### src/rtl/uart_pkg.sv
// Shared types and constants for the UART transmit arbiter.
package uart_pkg;

    typedef enum logic [1:0] {
        ARB_IDLE    = 2'd0,
        ARB_REQ     = 2'd1,
        ARB_RELEASE = 2'd2
    } arb_state_t;

    localparam int UART_DATA_W = 8;
    localparam int N_REQ_MAX   = 8;

endpackage

### src/rtl/rr_pick.sv
// Combinational rotate-priority encoder: returns the first set request at or
// after ptr, wrapping from N_REQ-1 back to 0.
module rr_pick
    import uart_pkg::*;
#(
    parameter  int N_REQ = 4,
    localparam int ID_W  = $clog2(N_REQ)
) (
    input  logic [N_REQ-1:0] req,
    input  logic [ID_W-1:0]  ptr,
    output logic             valid,
    output logic [ID_W-1:0]  idx
);

    logic [2*N_REQ-1:0] w_dbl;
    logic [N_REQ-1:0]   w_rot;
    logic [ID_W-1:0]    w_off;
    logic [ID_W:0]      w_sum;

    // Rotate requests so ptr lands on bit 0, find the nearest set bit, map back.
    always_comb begin
        // NOTE: every output gets a default first so no path can infer a latch.
        w_dbl = '0;
        w_rot = '0;
        w_off = '0;
        w_sum = '0;
        valid = 1'b0;
        idx   = '0;

        w_dbl = {req, req} >> ptr;
        w_rot = w_dbl[N_REQ-1:0];
        valid = |w_rot;

        // Descending scan so the lowest offset (nearest to ptr) wins.
        for (int j = N_REQ - 1; j >= 0; j--) begin
            if (w_rot[j]) begin
                w_off = ID_W'(j);
            end
        end

        w_sum = {1'b0, ptr} + {1'b0, w_off};
        if (w_sum >= (ID_W+1)'(N_REQ)) begin
            w_sum = w_sum - (ID_W+1)'(N_REQ);
        end
        idx = w_sum[ID_W-1:0];
    end

endmodule

### src/rtl/uart_tx_arbiter.sv
// Round-robin arbiter sharing one UART transmitter among N_REQ requesters.
// Handshake with the transmitter: level tx_req, level tx_req_ack.
module uart_tx_arbiter
    import uart_pkg::*;
#(
    parameter  int N_REQ = 4,
    localparam int ID_W  = $clog2(N_REQ)
) (
    input  logic                         clk,
    input  logic                         reset,
    input  logic                         en,
    input  logic [N_REQ-1:0]             req,
    input  logic [UART_DATA_W*N_REQ-1:0] req_data,
    output logic [N_REQ-1:0]             req_done,
    output logic [ID_W-1:0]              grant_id,
    output logic                         busy,
    output logic [UART_DATA_W-1:0]       tx_data,
    output logic                         tx_req,
    input  logic                         tx_req_ack
);

    arb_state_t             r_state;
    logic [ID_W-1:0]        r_ptr;
    logic [ID_W-1:0]        r_grant_id;
    logic [UART_DATA_W-1:0] r_tx_data;
    logic                   r_tx_req;
    logic                   r_busy;
    logic [N_REQ-1:0]       r_req_done;

    logic                   w_valid;
    logic [ID_W-1:0]        w_idx;
    logic [UART_DATA_W-1:0] w_bytes [N_REQ];

    rr_pick #(
        .N_REQ (N_REQ)
    ) u_rr_pick (
        .req   (req),
        .ptr   (r_ptr),
        .valid (w_valid),
        .idx   (w_idx)
    );

    // Split the flat request data bus into one byte per requester.
    always_comb begin
        for (int i = 0; i < N_REQ; i++) begin
            w_bytes[i] = req_data[i*UART_DATA_W +: UART_DATA_W];
        end
    end

    // Arbitration FSM with all outputs registered; en low aborts to IDLE.
    always_ff @(posedge clk or posedge reset) begin
        if (reset) begin
            r_state    <= ARB_IDLE;
            r_ptr      <= '0;
            r_grant_id <= '0;
            r_tx_data  <= '0;
            r_tx_req   <= 1'b0;
            r_busy     <= 1'b0;
            r_req_done <= '0;
        end else if (!en) begin
            // Abort: byte is not reported done; tx_data, grant_id and ptr hold.
            r_state    <= ARB_IDLE;
            r_tx_req   <= 1'b0;
            r_busy     <= 1'b0;
            r_req_done <= '0;
        end else begin
            // NOTE: non-blocking assignments so every register updates from pre-edge values.
            r_req_done <= '0;
            case (r_state)
                ARB_IDLE: begin
                    // A stale tx_req_ack here is ignored; only req drives a grant.
                    if (w_valid) begin
                        r_grant_id <= w_idx;
                        r_tx_data  <= w_bytes[w_idx];
                        r_tx_req   <= 1'b1;
                        r_busy     <= 1'b1;
                        r_state    <= ARB_REQ;
                    end
                end
                ARB_REQ: begin
                    if (tx_req_ack) begin
                        r_tx_req   <= 1'b0;
                        r_req_done <= N_REQ'(1) << r_grant_id;
                        r_ptr      <= (r_grant_id == ID_W'(N_REQ - 1)) ? '0 : r_grant_id + 1'b1;
                        r_state    <= ARB_RELEASE;
                    end
                end
                ARB_RELEASE: begin
                    if (!tx_req_ack) begin
                        r_busy  <= 1'b0;
                        r_state <= ARB_IDLE;
                    end
                end
                default: begin
                    r_tx_req <= 1'b0;
                    r_busy   <= 1'b0;
                    r_state  <= ARB_IDLE;
                end
            endcase
        end
    end

    assign req_done = r_req_done;
    assign grant_id = r_grant_id;
    assign busy     = r_busy;
    assign tx_data  = r_tx_data;
    assign tx_req   = r_tx_req;

endmodule

### config.mk
export PLATFORM = sky130hd
export DESIGN_NAME = uart_tx_arbiter
export DESIGN_NICKNAME = d
export VERILOG_FILES = /design/src/rtl/uart_pkg.sv /design/src/rtl/rr_pick.sv /design/src/rtl/uart_tx_arbiter.sv
export SDC_FILE = /design/constraint.sdc
export NUM_CORES = 1
export LEC_CHECK = 0
export CAP_MARGIN = 30
export CORE_AREA = 2 2 54 61
export CTS_BUF_LIST = sky130_fd_sc_hd__clkbuf_8 sky130_fd_sc_hd__clkbuf_16
export CTS_CLUSTER_SIZE = 40
export DETAILED_ROUTE_END_ITERATION = 10
export DIE_AREA = 0 0 56 63
export HOLD_SLACK_MARGIN = 0.15
export PLACE_DENSITY_LB_ADDON = 0.25
export SYNTH_ARGS = -nofsm -noshare
export SYNTH_HDL_FRONTEND = slang
export SYNTH_HIERARCHICAL = 1
export SYNTH_SLANG_ARGS = --single-unit
export TNS_END_PERCENT = 10
### constraint.sdc
create_clock -name clk -period 7.4 [get_ports clk]
set_input_delay 1.11 -clock clk [delete_from_list [all_inputs] [get_ports clk]]
set_output_delay 1.11 -clock clk [all_outputs]
set_load 0.02 [all_outputs]
-- Word-level counts from Yosys, hierarchy flattened
Cells that the tools add are included.
- register bits after elaboration: 20
- logic and storage cells: 54
- reductions and logical operators: 7
- bitwise logic cells: 1
- shift-type cells: 2
- equal/unequal tests: 8
- magnitude comparators: 2
- mux-type cells: 24
- add/sub/neg operators: 3
- operators with widths (kind ; number):
    $mux 2 ; 10
    $bmux 8 s2 ; 1
    $mux 8 ; 2
    $reduce_and 3->1 ; 5
    $mux 4 ; 3
    $shr 8x2->4 ; 1
    $ge 3x3->1 const B ; 2
    $ne 3x3->1 const B ; 2
    $pmux 1 s3 ; 2
    $pmux 2 s3 ; 1
    $mux 1 ; 5
    $eq 2x2->1 const B ; 2
    $ne 2x2->1 const B ; 2
    $reduce_or 4->1 ; 1
    $shl 1x2->4 const A ; 1
    $add 2x2->3 ; 1
    $ne 3x2->1 const B ; 1
    $not 2->3 ; 1
    $add 2x1->2 const B ; 1
    $eq 2x1->1 const B ; 1
    $logic_not 2->1 ; 1
    $sub 2x1->2 const B ; 1

-- Depth between registers and ports, before layout
Gate-level depths: netlist (run 1).
- depth after elaboration: 12
- gate-level depth with buffers: 10
- mapped depth without buffers: 9

-- Hierarchy
Netlist (run 1), hierarchy kept.
- modules (own cells, without submodules) (module ; area each (µm²) ; times used ; cells an instance ; sequential area each (µm²)):
    uart_tx_arbiter ; 1069.8 ; 1 ; 70 ; 500.5
    rr_pick ; 180.2 ; 1 ; 23 ; 0.0

-- Least setup slack after synthesis (run 1)
No wires, ideal clock.
- kind: input port to flip-flop
- start point: input port req[1]
- end point: register r_tx_data[0], in the netlist tx_data[0]
- path slack: 4327 ps
- setup time: 125 ps
- data required time: 7275 ps
- data arrival time: 2948 ps
- buffers on the path: 1
- stages: 10
- cells stage by stage: nor2b_1 a21oi_1 o22ai_1 o21a_1 ha_1 xnor2_1 xnor2_1 buf_1 mux4_2 mux2_4
- cells in the longest elaborated chain, start to end: 12
- elaborated cells on any way between the ends: 15
- those cells by class: add/sub: 2; order compare: 1; shift: 1; mux: 8; bitwise: 1; reduce/logical: 2
- ends and longest elaborated chain (element ; RTL line ; source):
    start: declaration ; uart_tx_arbiter.sv:12 ; input logic [N_REQ-1:0] req,
    $shr 8x2->4 * ; rr_pick.sv:30 ; w_dbl = {req, req} >> ptr;
    $mux 2 (3 in series) ; rr_pick.sv:36 ; if (w_rot[j]) begin
    $mux 2 * ; rr_pick.sv:36 ;
    $add 2x2->3 * ; rr_pick.sv:41 ; w_sum = {1'b0, ptr} + {1'b0, w_off};
    $ge 3x3->1 / $sub 2x1->2 (equally long branches) ; rr_pick.sv:42, rr_pick.sv:43 ;
    $mux 2 * ; rr_pick.sv:42 ; if (w_sum >= (ID_W+1)'(N_REQ)) begin
    net w_idx[1] ; uart_tx_arbiter.sv:31 ; logic [ID_W-1:0] w_idx;
    $not 2->3 (not written as such) * ; uart_tx_arbiter.sv:74 ; r_tx_data <= w_bytes[w_idx];
    $bmux 8 s2 * ; uart_tx_arbiter.sv:74 ;
    $mux 8 (not written as such) * (2 in series) ; uart_tx_arbiter.sv:74 ;
    end signal: assignment ; uart_tx_arbiter.sv:74 ;
    end: declaration ; uart_tx_arbiter.sv:25 ; logic [UART_DATA_W-1:0] r_tx_data;
Mark *: on every way through the listed nets, which the timed path passes. The rest lies on a longest branch. The select of a mux whose other input is x is not followed.
A chain may end at the register's enable or synchronous reset.

-- Worst setup path in the final report (run 1)
- start point: input port req[0]
- end point: register r_tx_data[0], in the netlist tx_data[0]
Same word-level chain as after synthesis.

==> results_dict.tcl, run 1 <==
set metrics [dict create \
    clock_skew_ns 0.00231 \
    die_y_um 63 \
    yosys_warnings 6 \
    die_w_um 56 \
    grt_pass1_vias 999 \
    clock.fmax_ghz 0.257 \
    grt_start_max_net_pins 21 \
    synth_top_area_cell "dfrtp_1" \
    critPathTopFamily "XOR/XNOR gates" \
    port_buffers 55 \
    drtIter0Drc 18 \
    maxCapViolCount 0 \
    htree_num_levels 1 \
    critPathMaxStageDelay_ns 0.76 \
    cts_buffer_depth 2 \
    fill_cells 252 \
    drive_above_1_share 0.188 \
    drc 0 \
    initial_core_util 0.425 \
    viasPerCell 5.20 \
    avgSynthCellArea_um2 13.4 \
    status "completed" \
    yosys-top-cells-count "20 x dfrtp_1, 9 x mux2_4, 8 x mux4_2" \
    p_leak_nw 0.787 \
    synth_cell_type_count 33 \
    io_pins 56 \
    synth_fp_nets 138 \
    grt_pass1_wl_um 4620 \
    via_count 952 \
    grtUsageTotal 0.165 \
    peakVddDrop_v 0.000227 \
    syn2layout_area_growth_pct 49.5 \
    dp_cells 180 \
    synth_area_leaders "dfrtp_1 40%, mux4_2 14%, mux2_4 11%" \
    rsz0062_at_grt "no" \
    syn_area_um2 1250 \
    crit_required_ns 7.54 \
    setup_viol 0 \
    crit_chain "clkdlybuf4s50_1 -> nand2b_1 -> a21oi_1 -> o22ai_1 -> o21a_1 -> ha_1 -> xnor2_1 -> xnor2_1 -> mux4_2 -> mux2_4" \
    worstSetupEndpointType "flip-flop" \
    path_class "in2reg" \
    crit_buf_inv 1 \
    synth_edf_count 0 \
    clk_pin_slew_ns 0.07 \
    finalNonFillerCells 183 \
    startpoint_type "primary input" \
    crit_path_max_fanout 9 \
    ctsHoldBuffers 0 \
    critPathMostFrequentCell "xnor2_1" \
    power_density_nw_per_um2 351 \
    wl_um 2680 \
    fin_tns_setup_ns 0 \
    hpwlAfterDp_um 2170 \
    core_um2 2940 \
    gp_congestion 0.702 \
    postPlaceCellArea_um2 1830 \
    grt_antenna_before_repair 0 \
    cts_buffers 3 \
    grt-ovfl-total 0 \
    cts_root_buffer "clkbuf_8" \
    synth-seq-cells 20 \
    max_slew_margin 0.353 \
    rows 21 \
    antenna_left 0 \
    insertedDiodeCount 0 \
    num-nets-final 196 \
    synthFlopType "dfrtp_1" \
    arrival_ns 4.03 \
    fin_crit_ns 3.89 \
    clock_latency_ns 0.25 \
    cts_sinks 20 \
    dr.pass1.iters 4 \
    yosysMostFrequentCell "dfrtp_1" \
    cts-resized-gates 0 \
    syn_inst 93 \
    slew_viol_final 0 \
    cts_tree "built" \
    yosysTopAreaCellShare 0.400 \
    die_area_um2 3530 \
    power_w 0.000657 \
    finalCritPeriodShare 0.526 \
    critical_path.slowest_cell "xnor2_1" \
    worst_pin_slew_ns 0.964 \
    wire_per_inst_um 14.6 \
    design_area_um2 1870 \
    hold_violations 0 \
    async_reset_ff_frac 1.00 \
    ys_seq_area_frac 0.400 \
    post_cts_buffers 0 \
    hold_class "reg2reg" \
]
-- kinds of logic (layout without fill, tap and decap cells) --
kind of cell    count (synthesis)  after routing  share of synthesized area
compound gates                 13             13                     0.0791
mux                            21             21                      0.288
xor+xnor                        3              3                     0.0210
buf+inv                         6             62                     0.0240
flops                          20             20                      0.400
fa+ha+maj                       5              5                     0.0501
simple gates                   25             25                      0.137
-- metal layers --
layer | vias up | part of all wire | track usage
li1 | 455 | - | -
met4 | 0 | 0.0030 | 0.0357
met3 | 2 | 0.057 | 0.0311
met2 | 35 | 0.57 | 0.300
met1 | 460 | 0.37 | 0.201
met5 | - | 0 | 0
-- layout by cell type (no fill, tap or decap), drive strengths merged --
master         instances
a21boi                 1
a21oi                  4
xor2                   1
dfrtp                 20
o22ai                  1
o21a                   2
ha                     5
mux2                  13
mux4                   8
inv                    4
nand2b                 6
xnor2                  2
or4                    1
nor2                   4
nand3                  1
and2                   4
nor2b                  3
nor3b                  1
and3                   1
and2b                  1
a2bb2oi                1
clkdlybuf4s50         55
nor3                   1
o211ai                 2
o311ai                 1
o21ai                  1
nand2                  2
clkbuf                 3
-- stage by stage --
step	util	hold WS, ns	worst slack (ns)
final	0.635	0.513	3.51
after global routing	0.635	0.536	3.32
after CTS	0.635	0.517	3.50
after detailed placement	0.621	0.498	3.23
after global placement	0.621	0.497	3.33
after floorplan	-	0.585	4.33
-- final timing paths --
kind / start / endpoint / slack (ns) / cells after the start
max: req[0] / tx_data[0] / 3.51 / 10
min: tx_data[0] / tx_data[0] / 0.51 / 1
max reg2reg: r_ptr[1] / tx_data[0] / 4.47 / 9
min reg2reg: tx_data[0] / tx_data[0] / 0.51 / 1
max in group asynchronous: reset / tx_data[4] / 5.64 / 2
min in group asynchronous: reset / req_done[0] / 1.29 / 2
-- power by group --
part           switching, W  total (W)  internal [W]
clock network     0.0000335  0.0000697     0.0000362
registers         0.0000332   0.000181      0.000147
logic              0.000166   0.000407      0.000241
-- sequential cells by signal (all words and copies together), names as in the netlist --
| register | flops |
|---|---|
| tx_data | 8 |
| req_done | 4 |
| grant_id | 2 |
| r_ptr | 2 |
| r_state | 2 |
| busy | 1 |
| tx_req | 1 |
-- cell type report --
class                   count  area (µm²)  area share
clock buffers               3        41.3      0.0221
well taps                  34        42.5      0.0228
multi-input cells          67         719       0.385
repair buffers             55         551       0.295
flip-flops and latches     20         500       0.268
inverters                   4        15.0     0.00803
Note: power is estimated with default switching activity, not from simulation.
==> inputs of run 2 (changes only) <==
CORE_AREA = 2 2 56 63   (was 2 2 54 61)
DIE_AREA = 0 0 58 65   (was 0 0 56 63)
clock period = 3.6 ns   (was 7.4 ns; I/O delays follow)
==> run 2 against run 1 <==
  * Die area is 6.9% higher
  * Design area is 2.1% higher
  * Critical endpoint is now tx_data[6]
  * Utilization is 3.7 points lower
  * Routed wire length is 0.75% lower
  * First-iteration DRC count grew to 2.6 times the previous value
  * Clock skew is 0.0042 ns higher
  * Clock power grew to 3.2 times the previous value
  * Via count is 2.0% higher
  * Sequential share of layout area is 0.56 points lower
==> results_dict.tcl, run 2 (same netlist as run 1, synthesis figures left out) <==
set metrics [dict create \
    fill_cells 251 \
    status "completed" \
    cts_tree "built" \
    cts-resized-gates 0 \
    grt_antenna_before_repair 0 \
    arrival_ns 3.40 \
    clock_latency_ns 0.26 \
    gp_congestion 0.660 \
    num-nets-final 197 \
    clock_skew_ns 0.00650 \
    holdWs_ns 0.523 \
    critical_path.slowest_cell "xnor2_1" \
    layout_commonest_cell "clkdlybuf4s50_1" \
    hold_violations 0 \
    p_leak_nw 0.806 \
    r2r_cells 9 \
    wl_um 2660 \
    critPathTopFamily "XOR/XNOR gates" \
    finalCritPeriodShare 0.903 \
    fin_tns_setup_ns 0 \
    insertedDiodeCount 0 \
    hold_class "reg2reg" \
    via_count 971 \
    die_area_um2 3770 \
    worst_pin_slew_ns 0.990 \
    max_slew_margin 0.335 \
    crit_chain "clkdlybuf4s50_1 -> nor2b_1 -> a21oi_1 -> o22ai_1 -> o21a_1 -> ha_1 -> xnor2_1 -> xnor2_1 -> mux4_2 -> mux2_4" \
    rows 22 \
    rsz0062_at_grt "no" \
    critPathMostFrequentCell "xnor2_1" \
    initial_core_util 0.391 \
    crit_buf_inv 1 \
    wire_per_inst_um 14.2 \
    post_cts_buffers 0 \
    grt_pass1_vias 955 \
    fin_crit_ns 3.25 \
    path_class "in2reg" \
    cts_sinks 20 \
    die_w_um 58 \
    grt_start_max_net_pins 21 \
    power_density_nw_per_um2 751 \
    htree_num_levels 1 \
    cp.depth 10 \
    port_buffers 55 \
    holdPathStages 1 \
    die_y_um 65 \
    startpoint_type "primary input" \
    critPathMaxStageDelay_ns 0.78 \
    clock.fmax_ghz 0.308 \
    grt_pass1_wl_um 4370 \
    core_um2 3190 \
    cts_buffers 3 \
    largest_reg_flops 8 \
    drc 0 \
    syn2layout_area_growth_pct 52.8 \
    maxCapViolCount 0 \
    io_pins 56 \
    grt-ovfl-total 0 \
    cts_buffer_depth 2 \
    design_area_um2 1910 \
    peakVddDrop_v 0.000490 \
    clk_pin_slew_ns 0.07 \
    final_cell_mix "55 x clkdlybuf4s50_1, 20 x dfrtp_1, 9 x mux2_4" \
    ctsHoldBuffers 0 \
    slew_viol_final 0 \
    hpwlAfterDp_um 2040 \
    cts_root_buffer "clkbuf_8" \
    viasPerCell 5.19 \
    grtUsageTotal 0.152 \
    antenna_left 0 \
    crit_path_max_fanout 9 \
    setup_viol 0 \
    worstSetupEndpointType "flip-flop" \
    drive_above_1_share 0.199 \
    crit_required_ns 3.74 \
    drtIter0Drc 47 \
    postPlaceCellArea_um2 1840 \
    dr.pass1.iters 5 \
]
==> run 2: cell types whose count changed in the layout (fill, tap and decap cells not counted) <==
cell / previous run / this run
buf_4: 0 / 1
bufinv_16: 0 / 1
==> run 2: layout make-up <==
cell class | count | area [µm²] | area share
Clock inverter | 1 | 30.0 | 0.0157
Sequential cell | 20 | 500 | 0.262
Clock buffer | 3 | 41.3 | 0.0216
Multi-Input combinational cell | 67 | 719 | 0.377
Timing Repair Buffer | 56 | 558 | 0.292
Tap cell | 36 | 45.0 | 0.0236
Inverter | 4 | 15.0 | 0.00786
==> run 2: path summary, 6_finish.rpt <==
path / end / slack [ns] / from
max: tx_data[6] / 0.35 / req[1]
min: tx_data[3] / 0.52 / tx_data[3]
max reg2reg: tx_data[6] / 0.66 / r_ptr[1]
min reg2reg: tx_data[3] / 0.52 / tx_data[3]
max in group asynchronous: tx_req / 2.42 / reset
min in group asynchronous: r_ptr[1] / 0.71 / reset
==> run 2: routing by layer <==
layer,global-route usage,wire length (µm),vias up
li1,-,-,457
met1,0.181,1010,470
met2,0.263,1450,42
met3,0.0299,184,2
met4,0.0610,15,0
met5,0,0,-
==> run 2: worst register-to-register path, cell delays in order (launching register included) <==
cell       delay, ns
dfrtp_1         0.46
nand2b_1        0.20
a2bb2oi_1       0.16
o211ai_1        0.09
o21a_1          0.13
ha_1            0.18
xnor2_1         0.13
xnor2_1         0.78
mux4_2          0.42
mux2_4          0.26
==> run 2: metrics by stage <==
step                      instances  setup slack (ns)  utilization  total power [W]
after floorplan                  93              1.10            -         0.000979
after CTS                       187             0.319        0.598          0.00146
after detailed placement        183            0.0398        0.576          0.00123
final                           187             0.349        0.598          0.00143
after global placement          183             0.182        0.576          0.00120
after global routing            187             0.177        0.598          0.00153
==> run 2: power breakdown <==
part,switching [W],internal (W)
combinational,0.000337,0.000495
clock,0.0000774,0.000148
sequential,0.0000727,0.000303
==> inputs of run 3 (changes only) <==
SLEW_MARGIN = 20   (was not set)
==> run 3 against run 2 <==
  * Critical endpoint is now tx_data[1]
  * Utilization is 0.16 points higher
  * Clock skew is 0.0019 ns higher
  * Maximum frequency is 6.0% higher
==> results_dict.tcl, run 3 (same netlist as run 1, synthesis figures left out) <==
set metrics [dict create \
    status "completed" \
    grt_antenna_before_repair 0 \
    port_buffers 55 \
    cts_sinks 20 \
    antenna_left 0 \
    path_class "in2reg" \
    wl_um 2680 \
    largest_reg_flops 8 \
    clk_pin_slew_ns 0.07 \
    syn2layout_area_growth_pct 53.2 \
    peakVddDrop_v 0.000448 \
    clock_latency_ns 0.26 \
    worstSetupEndpointType "flip-flop" \
    rsz0062_at_grt "no" \
    hold_class "reg2reg" \
    die_y_um 65 \
    clock_skew_ns 0.00836 \
    drive_above_1_share 0.204 \
    initial_core_util 0.391 \
    die_area_um2 3770 \
    drc 0 \
    grtUsageTotal 0.152 \
    setup_viol 0 \
    grt-ovfl-total 0 \
    num-nets-final 198 \
    via_count 972 \
    post_cts_buffers 0 \
    htree_num_levels 1 \
    crit_path_max_fanout 6 \
    cts_tree "built" \
    grt_pass1_vias 955 \
    dr.pass1.iters 2 \
    slew_viol_final 0 \
    grt_start_max_net_pins 21 \
    final_util 0.600 \
    fin_crit_ns 3.07 \
    cts_buffer_depth 2 \
    grt_pass1_wl_um 4370 \
    hpwlAfterDp_um 2040 \
    regToRegStartpoint "r_ptr[1]" \
    cts-resized-gates 0 \
    crit_start "req[1]" \
    ctsHoldBuffers 0 \
    power_density_nw_per_um2 753 \
    die_w_um 58 \
    max_slew_margin 0.500 \
    gp_congestion 0.660 \
    cts_root_buffer "clkbuf_8" \
    arrival_ns 3.21 \
    finalCritPeriodShare 0.852 \
    layout_commonest_cell "clkdlybuf4s50_1" \
    maxCapViolCount 0 \
    worst_pin_slew_ns 0.750 \
    cts_buffers 3 \
    startpoint_type "primary input" \
    viasPerCell 5.17 \
    final_cell_mix "55 x clkdlybuf4s50_1, 20 x dfrtp_1, 9 x mux2_4" \
    drtIter0Drc 44 \
    io_pins 56 \
    p_leak_nw 0.810 \
    insertedDiodeCount 0 \
    wire_per_inst_um 14.3 \
    crit_required_ns 3.74 \
    hold_violations 0 \
    fin_tns_setup_ns 0 \
    hp-start "tx_data[4]" \
    core_um2 3190 \
    rows 22 \
    clock.fmax_ghz 0.326 \
]
-- run 3: cell count changes in the layout (fill, tap and decap cells not counted) --
cell | previous run | this run
buf_2 | 0 | 1
-- run 3: where the power goes --
part	internal, W	total [W]	switching, W
Clock	0.000148	0.000226	0.0000775
Combinational	0.000500	0.000839	0.000339
Sequential	0.000303	0.000376	0.0000731
-- run 3: worst paths after layout --
kind                               endpoint  slack (ns)  cells after the start
worst min-delay path             tx_data[4]        0.52                      1
min in group asynchronous       req_done[0]        0.71                      2
max in group asynchronous        tx_data[2]        2.41                      2
worst max-delay path             tx_data[1]        0.53                     11
worst min register to register   tx_data[4]        0.52                      1
worst max register to register   tx_data[1]        0.85                     10
-- run 3: per-layer routing --
layer	routed length (µm)	GRT usage	vias up
met5	0	0	-
met3	172	0.0299	2
met2	1490	0.263	34
li1	-	-	459
met1	1000	0.181	477
met4	15	0.0610	0
-- run 3: area by class of cell --
type / instances / area (µm²)
fillers: 252 / 1280
multi-input cells: 67 / 719
repair buffers: 57 / 563
flip-flops and latches: 20 / 500
well taps: 36 / 45.0
clock buffers: 3 / 41.3
clock inverters: 1 / 30.0
inverters: 4 / 15.0
-- run 3: per-stage QoR --
step	area (µm²)	worst slack [ns]	total power (W)	hold WS [ns]	cells
after detailed placement	1840	0.0398	0.00123	0.492	183
after CTS	1910	0.319	0.00146	0.524	187
final	1910	0.534	0.00144	0.525	188
after global routing	1910	0.392	0.00154	0.535	188
after floorplan	1250	1.10	0.000979	0.504	93
after global placement	1840	0.182	0.00120	0.500	183
-- run 3: worst max-delay path, stage by stage --
cell	delay, ns
clkdlybuf4s50_1	0.57
nand2b_1	0.12
a2bb2oi_1	0.20
o211ai_1	0.10
o21a_1	0.13
ha_1	0.18
xnor2_1	0.13
xnor2_1	0.38
buf_2	0.28
mux4_2	0.31
mux2_4	0.27
